===== config.mk =====
export PLATFORM = sky130hd
export DESIGN_NAME = super_wb_arbiter_flat
export DESIGN_NICKNAME = d
export VERILOG_FILES = /design/src/rtl/super_wb_arbiter_pkg.sv /design/src/rtl/super_wb_arbiter_if.sv /design/src/rtl/super_mux.sv /design/src/rtl/super_wb_grant_fsm.sv /design/src/rtl/super_wb_arbiter.sv /design/src/flat_wrapper.sv
export SDC_FILE = /design/constraint.sdc
export NUM_CORES = 1
export LEC_CHECK = 0
export ABC_AREA = 1
export CORE_UTILIZATION = 38
export CTS_BUF_LIST = sky130_fd_sc_hd__clkbuf_8 sky130_fd_sc_hd__clkbuf_16
export DETAILED_ROUTE_END_ITERATION = 6
export PLACE_DENSITY = 0.84
export SYNTH_ARGS = -nofsm -noshare
export SYNTH_HDL_FRONTEND = slang
export SYNTH_SLANG_ARGS = --single-unit
export TNS_END_PERCENT = 10

===== constraint.sdc =====
create_clock -name i_clk -period 1.42 [get_ports i_clk]
set_clock_uncertainty 0.05 [all_clocks]
set_input_delay 0.284 -clock i_clk [delete_from_list [all_inputs] [get_ports i_clk]]
set_output_delay 0.284 -clock i_clk [all_outputs]
set_load 0.01 [all_outputs]

===== src/rtl/super_wb_arbiter_pkg.sv =====
// rtl/super_wb_arbiter_pkg.sv - shared types and defaults for the super writeback arbiter
//
// Purpose : priority-state encoding and default widths shared by the arbiter,
//           its grant FSM, its bus interface and the testbench.
// Ports   : none (package).
// Config  : SUPER_WB_STATS_EN is consumed by super_wb_arbiter, not here.

package super_wb_arbiter_pkg;

   typedef enum logic {
      PRI_REG   = 1'b0,
      PRI_SUPER = 1'b1
   } pri_state_t;

   localparam int DEF_DATA_W   = 32;
   localparam int DEF_ADDR_W   = 5;
   localparam int DEF_MAX_WAIT = 4;
   localparam int DEF_CNT_W    = 16;

endpackage


===== src/rtl/super_wb_arbiter_if.sv =====
// rtl/super_wb_arbiter_if.sv - request and register-file write bus for the super writeback arbiter
//
// Purpose : bundles both writeback request paths, the stall input and the
//           registered write-port controls.
// Signals : reg_valid/reg_dest/reg_data/reg_ready         regular path
//           super_valid/super_dest/super_data/super_ready regular-parallel super path
//           wb_stall                                      register file busy
//           wb_we/wb_addr/wb_data/super_sel               registered write port
// Modports: slave  - the arbiter
//           master - the writeback stage / register-file side driving requests

interface super_wb_arbiter_if
   import super_wb_arbiter_pkg::*;
#(
   parameter int DATA_W = DEF_DATA_W,
   parameter int ADDR_W = DEF_ADDR_W
);
   logic              reg_valid;
   logic [ADDR_W-1:0] reg_dest;
   logic [DATA_W-1:0] reg_data;
   logic              reg_ready;
   logic              super_valid;
   logic [ADDR_W-1:0] super_dest;
   logic [DATA_W-1:0] super_data;
   logic              super_ready;
   logic              wb_stall;
   logic              wb_we;
   logic [ADDR_W-1:0] wb_addr;
   logic [DATA_W-1:0] wb_data;
   logic              super_sel;

   modport slave (
      input  reg_valid, reg_dest, reg_data, super_valid, super_dest, super_data, wb_stall,
      output reg_ready, super_ready, wb_we, wb_addr, wb_data, super_sel
   );

   modport master (
      output reg_valid, reg_dest, reg_data, super_valid, super_dest, super_data, wb_stall,
      input  reg_ready, super_ready, wb_we, wb_addr, wb_data, super_sel
   );
endinterface


===== src/rtl/super_mux.sv =====
// rtl/super_mux.sv - SuperMux: two-way select between regular and super writeback payloads
//
// Purpose : combinational payload select, 1 = super path.
// Ports   : i_reg_data   regular payload
//           i_super_data super payload
//           i_super_sel  select super payload
//           o_data       selected payload

module super_mux #(
   parameter int WIDTH = 32
) (
   input  logic [WIDTH-1:0] i_reg_data,
   input  logic [WIDTH-1:0] i_super_data,
   input  logic             i_super_sel,
   output logic [WIDTH-1:0] o_data
);
   assign o_data = i_super_sel ? i_super_data : i_reg_data;
endmodule


===== src/rtl/super_wb_grant_fsm.sv =====
// rtl/super_wb_grant_fsm.sv - per-cycle grant decision with bounded super starvation
//
// Purpose : regular path wins conflicts until super has lost MAX_WAIT of them,
//           then super wins the next conflict.
// Ports   : i_clk, i_rst     clock, synchronous active-high reset
//           i_reg_valid      regular request pending
//           i_super_valid    super request pending
//           i_stall          register file cannot accept a write
//           o_reg_grant      regular request consumed this cycle
//           o_super_grant    super request consumed this cycle

module super_wb_grant_fsm
   import super_wb_arbiter_pkg::*;
#(
   parameter int MAX_WAIT = DEF_MAX_WAIT
) (
   input  logic i_clk,
   input  logic i_rst,
   input  logic i_reg_valid,
   input  logic i_super_valid,
   input  logic i_stall,
   output logic o_reg_grant,
   output logic o_super_grant
);
   localparam int              WCW   = $clog2(MAX_WAIT + 1);
   localparam logic [WCW-1:0]  MAX_C = WCW'(MAX_WAIT);

   pri_state_t     r_state;
   pri_state_t     w_state_nxt;
   logic [WCW-1:0] r_wait_cnt;
   logic [WCW-1:0] w_wait_nxt;
   logic           w_open;
   logic           w_both;

   always_comb begin
      w_open        = !i_stall && !i_rst;   // nothing is consumed while resetting
      w_both        = i_reg_valid && i_super_valid;
      o_reg_grant   = 1'b0;
      o_super_grant = 1'b0;
      w_state_nxt   = r_state;
      w_wait_nxt    = r_wait_cnt;

      if (w_open) begin
         if (w_both) begin
            if (r_state == PRI_SUPER) o_super_grant = 1'b1;
            else                      o_reg_grant   = 1'b1;
         end else begin
            o_reg_grant   = i_reg_valid;
            o_super_grant = i_super_valid;
         end
      end

      if (o_super_grant) begin
         w_state_nxt = PRI_REG;
         w_wait_nxt  = '0;
      end else if (o_reg_grant && w_both && r_state == PRI_REG) begin
         if (r_wait_cnt != MAX_C) w_wait_nxt = r_wait_cnt + 1'b1;
         if (w_wait_nxt == MAX_C) w_state_nxt = PRI_SUPER;
      end
   end

   always_ff @(posedge i_clk) begin
      if (i_rst) begin
         r_state    <= PRI_REG;
         r_wait_cnt <= '0;
      end else begin
         r_state    <= w_state_nxt;
         r_wait_cnt <= w_wait_nxt;
      end
   end
endmodule


===== src/rtl/super_wb_arbiter.sv =====
// rtl/super_wb_arbiter.sv - shares the register-file write port between regular and super writeback
//
// Purpose : arbitrates the two writeback paths every cycle, selects the winner
//           through SuperMux and registers the write-port controls (latency 1).
//           Writes to r0 are consumed but never enabled.
// Ports   : i_clk, i_rst  clock, synchronous active-high reset
//           i_bus         super_wb_arbiter_if.slave (requests, readies, write port)
//           o_stat_*      (SUPER_WB_STATS_EN only) saturating counters of regular
//                         grants, super grants, both-valid cycles, forced super grants
// Config  : SUPER_WB_STATS_EN adds the statistics counters and ports.

module super_wb_arbiter
   import super_wb_arbiter_pkg::*;
#(
   parameter int DATA_W   = DEF_DATA_W,
   parameter int ADDR_W   = DEF_ADDR_W,
   parameter int MAX_WAIT = DEF_MAX_WAIT
`ifdef SUPER_WB_STATS_EN
   ,
   parameter int CNT_W    = DEF_CNT_W
`endif
) (
   input  logic               i_clk,
   input  logic               i_rst,
   super_wb_arbiter_if.slave  i_bus
`ifdef SUPER_WB_STATS_EN
   ,
   output logic [CNT_W-1:0]   o_stat_reg_wr,
   output logic [CNT_W-1:0]   o_stat_super_wr,
   output logic [CNT_W-1:0]   o_stat_conflict,
   output logic [CNT_W-1:0]   o_stat_forced
`endif
);
   localparam int PW = ADDR_W + DATA_W;

   logic              w_reg_grant;
   logic              w_super_grant;
   logic              w_grant;
   logic [PW-1:0]     w_mux_out;
   logic              r_we;
   logic [ADDR_W-1:0] r_addr;
   logic [DATA_W-1:0] r_data;
   logic              r_sel;

   super_wb_grant_fsm #(.MAX_WAIT(MAX_WAIT)) u_grant_fsm (
      .i_clk         (i_clk),
      .i_rst         (i_rst),
      .i_reg_valid   (i_bus.reg_valid),
      .i_super_valid (i_bus.super_valid),
      .i_stall       (i_bus.wb_stall),
      .o_reg_grant   (w_reg_grant),
      .o_super_grant (w_super_grant)
   );

   // Address travels with data through the same mux so both follow the winner.
   super_mux #(.WIDTH(PW)) u_super_mux (
      .i_reg_data   ({i_bus.reg_dest, i_bus.reg_data}),
      .i_super_data ({i_bus.super_dest, i_bus.super_data}),
      .i_super_sel  (w_super_grant),
      .o_data       (w_mux_out)
   );

   assign w_grant           = w_reg_grant || w_super_grant;
   assign i_bus.reg_ready   = w_reg_grant;
   assign i_bus.super_ready = w_super_grant;

   always_ff @(posedge i_clk) begin
      if (i_rst) begin
         r_we   <= 1'b0;
         r_addr <= '0;
         r_data <= '0;
         r_sel  <= 1'b0;
      end else begin
         // r0 is hard-wired: the write is consumed but never enabled.
         r_we <= w_grant && (w_mux_out[PW-1:DATA_W] != '0);
         if (w_grant) begin
            r_addr <= w_mux_out[PW-1:DATA_W];
            r_data <= w_mux_out[DATA_W-1:0];
            r_sel  <= w_super_grant;
         end
      end
   end

   assign i_bus.wb_we     = r_we;
   assign i_bus.wb_addr   = r_addr;
   assign i_bus.wb_data   = r_data;
   assign i_bus.super_sel = r_sel;

`ifdef SUPER_WB_STATS_EN
   logic [CNT_W-1:0] r_stat_reg;
   logic [CNT_W-1:0] r_stat_super;
   logic [CNT_W-1:0] r_stat_conf;
   logic [CNT_W-1:0] r_stat_forced;

   always_ff @(posedge i_clk) begin
      if (i_rst) begin
         r_stat_reg    <= '0;
         r_stat_super  <= '0;
         r_stat_conf   <= '0;
         r_stat_forced <= '0;
      end else begin
         if (w_reg_grant && r_stat_reg != '1)
            r_stat_reg <= r_stat_reg + 1'b1;
         if (w_super_grant && r_stat_super != '1)
            r_stat_super <= r_stat_super + 1'b1;
         if (i_bus.reg_valid && i_bus.super_valid && r_stat_conf != '1)
            r_stat_conf <= r_stat_conf + 1'b1;
         // Super only beats a pending regular write when priority was forced.
         if (w_super_grant && i_bus.reg_valid && r_stat_forced != '1)
            r_stat_forced <= r_stat_forced + 1'b1;
      end
   end

   assign o_stat_reg_wr   = r_stat_reg;
   assign o_stat_super_wr = r_stat_super;
   assign o_stat_conflict = r_stat_conf;
   assign o_stat_forced   = r_stat_forced;
`endif
endmodule

===== src/flat_wrapper.sv =====
// flat-port wrapper written by rule: the top's interface ports become plain ports
module super_wb_arbiter_flat import super_wb_arbiter_pkg::*;
#(
   parameter int DATA_W   = DEF_DATA_W,
   parameter int ADDR_W   = DEF_ADDR_W,
   parameter int MAX_WAIT = DEF_MAX_WAIT

)
  (i_clk, i_rst, i_bus_reg_valid, i_bus_reg_dest, i_bus_reg_data, i_bus_super_valid, i_bus_super_dest, i_bus_super_data, i_bus_wb_stall, i_bus_reg_ready, i_bus_super_ready, i_bus_wb_we, i_bus_wb_addr, i_bus_wb_data, i_bus_super_sel);
  super_wb_arbiter_if #(.DATA_W(DATA_W), .ADDR_W(ADDR_W)) i_bus_i ();
  input  logic i_clk;
  input  logic i_rst;
  input wire logic [$bits(i_bus_i.reg_valid)-1:0] i_bus_reg_valid;
  input wire logic [$bits(i_bus_i.reg_dest)-1:0] i_bus_reg_dest;
  input wire logic [$bits(i_bus_i.reg_data)-1:0] i_bus_reg_data;
  input wire logic [$bits(i_bus_i.super_valid)-1:0] i_bus_super_valid;
  input wire logic [$bits(i_bus_i.super_dest)-1:0] i_bus_super_dest;
  input wire logic [$bits(i_bus_i.super_data)-1:0] i_bus_super_data;
  input wire logic [$bits(i_bus_i.wb_stall)-1:0] i_bus_wb_stall;
  output wire logic [$bits(i_bus_i.reg_ready)-1:0] i_bus_reg_ready;
  output wire logic [$bits(i_bus_i.super_ready)-1:0] i_bus_super_ready;
  output wire logic [$bits(i_bus_i.wb_we)-1:0] i_bus_wb_we;
  output wire logic [$bits(i_bus_i.wb_addr)-1:0] i_bus_wb_addr;
  output wire logic [$bits(i_bus_i.wb_data)-1:0] i_bus_wb_data;
  output wire logic [$bits(i_bus_i.super_sel)-1:0] i_bus_super_sel;
  assign i_bus_i.reg_valid = i_bus_reg_valid;
  assign i_bus_i.reg_dest = i_bus_reg_dest;
  assign i_bus_i.reg_data = i_bus_reg_data;
  assign i_bus_i.super_valid = i_bus_super_valid;
  assign i_bus_i.super_dest = i_bus_super_dest;
  assign i_bus_i.super_data = i_bus_super_data;
  assign i_bus_i.wb_stall = i_bus_wb_stall;
  assign i_bus_reg_ready = i_bus_i.reg_ready;
  assign i_bus_super_ready = i_bus_i.super_ready;
  assign i_bus_wb_we = i_bus_i.wb_we;
  assign i_bus_wb_addr = i_bus_i.wb_addr;
  assign i_bus_wb_data = i_bus_i.wb_data;
  assign i_bus_super_sel = i_bus_i.super_sel;
  super_wb_arbiter #(.DATA_W(DATA_W), .ADDR_W(ADDR_W), .MAX_WAIT(MAX_WAIT)) u_core (.i_clk(i_clk), .i_rst(i_rst), .i_bus(i_bus_i));
endmodule

-- Word level (Yosys, flattened, before mapping)
Cells that the tools add are included.
- register bits: 43
- input bits: 79
- output and inout bits: 41
- logic and storage cells: 31
- add/sub/neg operators: 1
- equality and inequality tests: 2
- bitwise gates (word level): 1
- reduce and logical (&&, ||, !) cells: 11
- muxes and demuxes: 10
- operator list (kind ; number):
    2-to-1 mux 37 bit ; 1
    2-to-1 mux 3 bit ; 3
    2-to-1 mux 1 bit ; 6
    logical AND 1 bit ; 5
    nonzero test 5 bit ; 1
    adder 3 x 1 -> 3 bit (second input constant) ; 1
    equality test 3 bit (second input constant) ; 1
    inequality test 3 bit (second input constant) ; 1
    logical NOT 1 bit ; 2
    AND reduction 2 bit ; 1
    OR reduction 2 bit ; 1
    logical OR 1 bit ; 1
    NOT 1 bit ; 1

-- Depth between registers and ports, before layout
Gate-level depths: netlist of the first run.
- depth after elaboration: 9
- mapped depth: 9
- mapped depth without buffers: 8

-- Modules after synthesis
From an unflattened synthesis of the first run, not the netlist that was laid out.
- cell total of the unflattened synthesis: 407
- area, all modules: 2371.0 µm²
- modules (own cells, without submodules) (module ; instances ; cells each ; sequential area each (µm²) ; area an instance (µm²)):
    super_wb_arbiter ; 1 ; 247 ; 780.7 ; 1591.5
    super_mux ; 1 ; 119 ; 0.0 ; 488.0
    super_wb_grant_fsm ; 1 ; 41 ; 80.1 ; 291.5

-- Worst setup path after synthesis of the first run
No wires, ideal clock.
- path type: input port to flip-flop
- start point: input i_rst
- end point: register u_core.r_data[0] (netlist: u_core.i_bus.wb_data[0])
- setup time: 126 ps
- required time: 1244 ps
- data arrival time: 1035 ps
- path buffers: 2
- stages: 6
- path slack: 209 ps
- cell sequence: nor2_4 > o21ai_2 > buf_4 > buf_2 > a21oi_1 > a22oi_1
- cells in the longest elaborated chain, start to end: 4
- elaborated cells between the ends (all ways): 6
- classes of those cells: mux: 3; reduce/logical: 3
- ends and longest elaborated chain (element ; RTL line ; text):
    start: declaration ; flat_wrapper.sv:12 ; input logic i_rst;
    logical NOT 1 bit ; super_wb_grant_fsm.sv:36 ; w_open = !i_stall && !i_rst;
    logical AND 1 bit ; super_wb_grant_fsm.sv:36 ;
    2-to-1 mux 1 bit ; super_wb_grant_fsm.sv:43 ; if (w_open) begin
    2-to-1 mux 37 bit or logical OR 1 bit (tied branches) ; super_mux.sv:17, super_wb_arbiter.sv:63 ;
    end signal: assignment ; super_wb_arbiter.sv:78 ; r_data <= w_mux_out[DATA_W-1:0];
    end: declaration ; super_wb_arbiter.sv:42 ; logic [DATA_W-1:0] r_data;
Several ways; a longest one is shown, not always the timed one.
A chain may end at the register's enable or synchronous reset.

-- Final worst setup path of the first run
- start point: register u_core.u_grant_fsm.r_state
- end point: output i_bus_super_ready
- cells in the longest elaborated chain, start to end: 3
- ends and longest elaborated chain (element ; RTL line ; text):
    start: declaration ; super_wb_grant_fsm.sv:28 ; pri_state_t r_state;
    start signal: assignment ; super_wb_grant_fsm.sv:67 ; r_state <= w_state_nxt;
    2-to-1 mux 1 bit ; super_wb_grant_fsm.sv:45 ; if (r_state == PRI_SUPER) o_super_grant = 1'b1;
    2-to-1 mux 1 bit ; super_wb_grant_fsm.sv:44 ; if (w_both) begin
    2-to-1 mux 1 bit ; super_wb_grant_fsm.sv:43 ;
    end: declaration ; flat_wrapper.sv:21 ; output wire logic [$bits(i_bus_i.super_ready)-1:0] i_bus_super_ready;
Every way passes these cells.

==> results.json, run 1 <==
{
  "max_stage_delay_ns": 0.35,
  "worst-setup-path-type": "reg -> out",
  "diodes": 0,
  "wl_per_cell_um": 12.5,
  "rsz0062_at_grt": "true",
  "start_util": 0.402,
  "ir_drop_mv": 0.403,
  "seq_area_frac_synth": 0.412,
  "status": "finished clean",
  "worst-path-buf-inv": 3,
  "min_period_over_period": 0.956,
  "startpoint": "u_core.u_grant_fsm.r_state$_SDFFE_PP0P_",
  "cp-start-kind": "flip-flop",
  "layout.cells.non_filler": 486,
  "clkTransAtPathRegs_ns": 0.08,
  "rows": 26,
  "gp_congestion": 0.748,
  "cellPowerDensity_nw_per_um2": 776,
  "synthCells": 286,
  "drive_above_1_share": 0.0986,
  "cts_tree": "done",
  "critPathArrivalTime_ns": 1.02,
  "min_period_ns": 1.36,
  "drt_pre_antenna_iters": 4,
  "dp_cells": 477,
  "h-tree-depth": 2,
  "clock-root-buffer": "clkbuf_8",
  "postRouteAntennaNets": 0,
  "antenna_found_initial": 0,
  "max_freq_mhz": 737,
  "grt_overflow": 0,
  "relSlewSlack": 0.846,
  "final_nets": 496,
  "slew_viol_final": 0,
  "grt.total_usage": 0.209,
  "first_global_vias": 2264,
  "cts_sinks": 43,
  "clk_latency_ns": 0.28,
  "cp_top_family": "flip-flops",
  "vias": 2317,
  "grt_start_max_net_pins": 33,
  "cts_max_path_buffers": 2,
  "drtIter0Drc": 86,
  "synth.avg_cell_area_um2": 7.31,
  "grt_pass1_wl_um": 10000,
  "setup_ws_ns": 0.0625,
  "total_power_uw": 2740,
  "critPathSlowestCell": "dfxtp_2",
  "pre_cts_ws_ns": -0.545,
  "post-dp-hpwl_um": 4480,
  "die_h_um": 76.2,
  "core-area_um2": 5200,
  "drcViolationCount": 0,
  "crit_chain": "inv_2 > nand2_4 > nand3_4 > inv_4 > buf_6",
  "cap_violations": 0,
  "avgViaCountPerCell": 4.77,
  "setup_viol_count_final": 0,
  "cp_data_required_time_ns": 1.09,
  "synth_cell_types": 26,
  "reg2reg_slack_ns": 0.09,
  "dieArea_um2": 5800,
  "worst_pin_slew_ns": 0.232,
  "ys_warn_count": 0,
  "io_buffers": 119,
  "die_w_um": 76.2,
  "crit_path_end_kind": "output port",
  "area_growth_pct": 68.7,
  "most-common-layout-cells": "88 x nand2_1, 74 x clkdlybuf4s50_1, 43 x dlygate4sd2_1, 42 x dfxtp_1, 39 x inv_1",
  "syn-num-nets": 367,
  "synth_area_um2": 2090,
  "ctsHoldBuffers": 0,
  "ioPinCount": 120,
  "routed_wl_um": 6050,
  "ys_seq_elements": 43,
  "cts_buffers": 5,
  "crit_path_max_fanout": 2,
  "hold_path.class": "in -> reg",
  "holdCritStartpoint": "i_rst",
  "final_common_cell": "nand2_1",
  "power_leakage_uw": 0.00180,
  "nFillCells": 474,
  "timing.final.hold_violations": 0,
  "reg2reg_from": "u_core.u_grant_fsm.r_state$_SDFFE_PP0P_"
}
## layout make-up
class / instances / area [um^2] / area share
clock inverter: 3 / 16.3 / 0.00461
clock buffer: 5 / 68.8 / 0.0195
inverter: 41 / 156 / 0.0443
timing repair buffer: 141 / 1380 / 0.391
sequential: 43 / 862 / 0.244
tap: 70 / 87.6 / 0.0248
multi-input combinational: 183 / 956 / 0.271
## what timing repair did
item                       CTS  global route
buffers inserted             0             1
gates cloned                 0             0
setup endpoints to repair   84            35
pin swaps                    1             1
resized for setup           53            13
## worst paths after layout
kind                                                             end  cells after the start
worst max register to register  u_core.i_bus.wb_data[8]$_SDFFE_PP0P_                      9
worst min register to register   u_core.i_bus.super_sel$_SDFFE_PP0P_                      2
worst min-delay path             u_core.i_bus.super_sel$_SDFFE_PP0P_                      3
worst max-delay path                               i_bus_super_ready                      5
## worst min-delay path: stages
cell	delay (ns)
dlygate4sd2_1	0.26
buf_4	0.13
a21oi_1	0.03
## cell families after synthesis
group | after synthesis | synth area share
AO/OA/AOI/OAI | 57 | 0.183
XOR/XNOR | 2 | 0.00838
adder cells (fa/ha/maj) | 2 | 0.0120
buffers and inverters | 60 | 0.135
flip-flops | 43 | 0.412
AND/OR/NAND/NOR | 122 | 0.250
## metrics by stage
| step | hold WS (ns) | setup TNS [ns] | cell area (um^2) | utilization |
|---|---|---|---|---|
| after floorplan | 0.303 | 0 | 2090 | - |
| after global placement | 0.396 | -18.71 | 3450 | 0.663 |
| after detailed placement | 0.403 | -19.34 | 3450 | 0.663 |
| after CTS | 0.404 | 0 | 3480 | 0.668 |
| after global routing | 0.418 | -0.00580 | 3530 | 0.678 |
| final | 0.411 | 0 | 3530 | 0.678 |
## power by group
part	switching (uW)	internal [uW]	leakage, uW
Sequential	36.7	1290	0.000355
Clock	401	337	0.0000453
Combinational	278	396	0.00140
## per-layer routing
layer / wire (um) / share of wire / up-vias / track usage
li1: - / - / 1191 / -
met4: 121 / 0.020 / 0 / 0.0692
met1: 2590 / 0.43 / 1027 / 0.239
met2: 2980 / 0.49 / 87 / 0.378
met3: 362 / 0.060 / 12 / 0.0515
met5: 0 / 0 / - / 0
## registers in the layout, indices dropped and copies added, names as in the netlist
| name | count |
|---|---|
| u_core.i_bus.wb_addr | 5 |
| u_core.u_grant_fsm.r_state | 1 |
| u_core.i_bus.wb_data | 32 |
| u_core.i_bus.super_sel | 1 |
| u_core.i_bus.wb_we | 1 |
| u_core.u_grant_fsm.r_wait_cnt | 3 |
## cells in the mapped netlist (all sizes together)
cell type	count	area, um^2
nand2	90	340
dfxtp	43	861
inv	40	150
o211ai	24	180
nand3	23	128
buf	17	119
a21oi	16	80.1
a22oi	11	82.6
o21ai	5	32.5
nand4	4	25.0
nor2	4	22.5
clkbuf	2	7.51
ha	2	25.0
a211oi	1	7.51
clkinv	1	5.00
nand3b	1	7.51
xnor2	1	8.76
xor2	1	8.76
(Power assumes the default switching activity.)
==> run 2, diff against run 1 <==
--- a/config.mk
+++ b/config.mk
@@ -8,6 +8,6 @@
 export ABC_AREA = 1
-export CORE_UTILIZATION = 38
+export CORE_UTILIZATION = 34
 export CTS_BUF_LIST = sky130_fd_sc_hd__clkbuf_8 sky130_fd_sc_hd__clkbuf_16
 export DETAILED_ROUTE_END_ITERATION = 6
-export PLACE_DENSITY = 0.84
+export PLACE_DENSITY = 0.8
 export SYNTH_ARGS = -nofsm -noshare
==> constraint.sdc (replaced) <==
create_clock -name i_clk -period 1.1 [get_ports i_clk]
set_clock_uncertainty 0.05 [all_clocks]
set_input_delay 0.22 -clock i_clk [delete_from_list [all_inputs] [get_ports i_clk]]
set_output_delay 0.22 -clock i_clk [all_outputs]
set_load 0.02 [all_outputs]
==> results.json, run 2 (synthesized netlist as in run 1, its figures left out) <==
{
  "place_area_um2": 3460,
  "setup_ws_ns": -0.292,
  "pwr-share-clk": 0.254,
  "violations": "negative setup slack",
  "seq_power_share": 0.468,
  "pre_cts_ws_ns": -0.857,
  "cts_tree": "done",
  "ctsHoldBuffers": 0,
  "most-common-layout-cells": "76 x nand2_1, 74 x clkdlybuf4s50_1, 42 x dfxtp_1, 40 x inv_1, 32 x buf_4",
  "die_w_um": 80.4,
  "min_period_ns": 1.39,
  "postRouteAntennaNets": 0,
  "routed_wl_um": 6670,
  "antenna_found_initial": 0,
  "timing.final.hold_violations": 0,
  "worst-setup-path-type": "reg -> out",
  "final_area_um2": 3620,
  "post-dp-hpwl_um": 4420,
  "die_h_um": 80.4,
  "area_growth_pct": 73.1,
  "core-area_um2": 5920,
  "finalSetupTns_ns": -9.62,
  "cts_buffers": 5,
  "relSlewSlack": 0.847,
  "h-tree-depth": 2,
  "clk_latency_ns": 0.28,
  "reg2reg_slack_ns": -0.28,
  "hold_path.class": "in -> reg",
  "final_nets": 502,
  "max_freq_mhz": 719,
  "grt.total_usage": 0.202,
  "grt_pass1_wl_um": 10100,
  "status": "complete, but fails checks",
  "final_common_cell": "nand2_1",
  "ir_drop_mv": 0.602,
  "nFillCells": 517,
  "combPwrFrac": 0.277,
  "first_global_vias": 2231,
  "ioPinCount": 120,
  "drcViolationCount": 0,
  "cap_violations": 0,
  "gp_congestion": 0.775,
  "clkTransAtPathRegs_ns": 0.08,
  "grt_overflow": 0,
  "vias": 2383,
  "worst_pin_slew_ns": 0.229,
  "swShare": 0.279,
  "largest_reg_flops": 32,
  "clock-root-buffer": "clkbuf_8",
  "cts_sinks": 43,
  "dieArea_um2": 6470,
  "crit_path_end_kind": "output port",
  "min_period_over_period": 1.27,
  "total_power_uw": 3660,
  "rsz0062_at_grt": "true",
  "avgViaCountPerCell": 4.79,
  "power_leakage_uw": 0.00180,
  "internal-power_uw": 2640,
  "slew_viol_final": 0,
  "drtIter0Drc": 124,
  "cellPowerDensity_nw_per_um2": 1010,
  "drt_pre_antenna_iters": 6,
  "start_util": 0.353,
  "setup_viol_count_final": 45,
  "cp_data_required_time_ns": 0.83,
  "p_sw_uw": 1020,
  "critPathArrivalTime_ns": 1.12,
  "wl_per_cell_um": 13.4,
  "crit_path_max_fanout": 4,
  "grt_start_max_net_pins": 33,
  "diodes": 0,
  "cp-start-kind": "flip-flop",
  "cts_max_path_buffers": 2,
  "hold_ws_ns": 0.231,
  "drive_above_1_share": 0.251,
  "rows": 28,
  "io_buffers": 119
}
## run 2: power by group through the flow
stage	sequential, uW	clock (uW)	combinational, uW
2_1_floorplan	1880	0	296
3_3_place_gp	1750	0	997
3_5_place_dp	1750	0	1010
4_1_cts	1710	964	951
5_1_grt	1730	1060	1090
6_report	1720	932	1020
## run 2: metrics by stage
stage | utilization | cells
2_1_floorplan | - | 286
3_3_place_gp | 0.584 | 482
3_5_place_dp | 0.584 | 482
4_1_cts | 0.581 | 493
5_1_grt | 0.611 | 497
6_report | 0.611 | 497
## run 2: worst max-delay path, stage by stage, from the launching register on
cell and delay (ns):
dfxtp_2 0.33, inv_2 0.07, nand2_4 0.06, nand3_4 0.15, clkinv_4 0.08, buf_6 0.14
## run 2: worst paths after layout
kind                                      startpoint                                    end  cells past startpoint
min                                            i_rst    u_core.i_bus.super_sel$_SDFFE_PP0P_                      2
min reg2reg      u_core.i_bus.super_sel$_SDFFE_PP0P_    u_core.i_bus.super_sel$_SDFFE_PP0P_                      2
max          u_core.u_grant_fsm.r_state$_SDFFE_PP0P_                      i_bus_super_ready                      5
max reg2reg  u_core.u_grant_fsm.r_state$_SDFFE_PP0P_  u_core.i_bus.wb_data[25]$_SDFFE_PP0P_                      8
## run 2: what timing repair did
action,4_1_cts,5_1_grt
pin swaps,4,9
buffers inserted,1,3
gates cloned,2,1
resized for setup,182,38
endpoints found under the setup margin,84,59
## run 2: final cells by class
type                       instances  area [um^2]  share of cell area
multi-input combinational        183         1030               0.284
clock buffer                       5         68.8              0.0190
clock inverter                     3         12.5             0.00346
inverter                          41          159              0.0439
timing repair buffer             147         1390               0.385
tap                               75         93.8              0.0259
sequential                        43          862               0.238
## run 2: per-layer routing
layer,vias to the layer above,wire [um],GRT usage
met3,4,466,0.0557
met4,0,29,0.0482
met5,-,0,0
met1,1095,2860,0.242
met2,75,3320,0.353
li1,1209,-,-
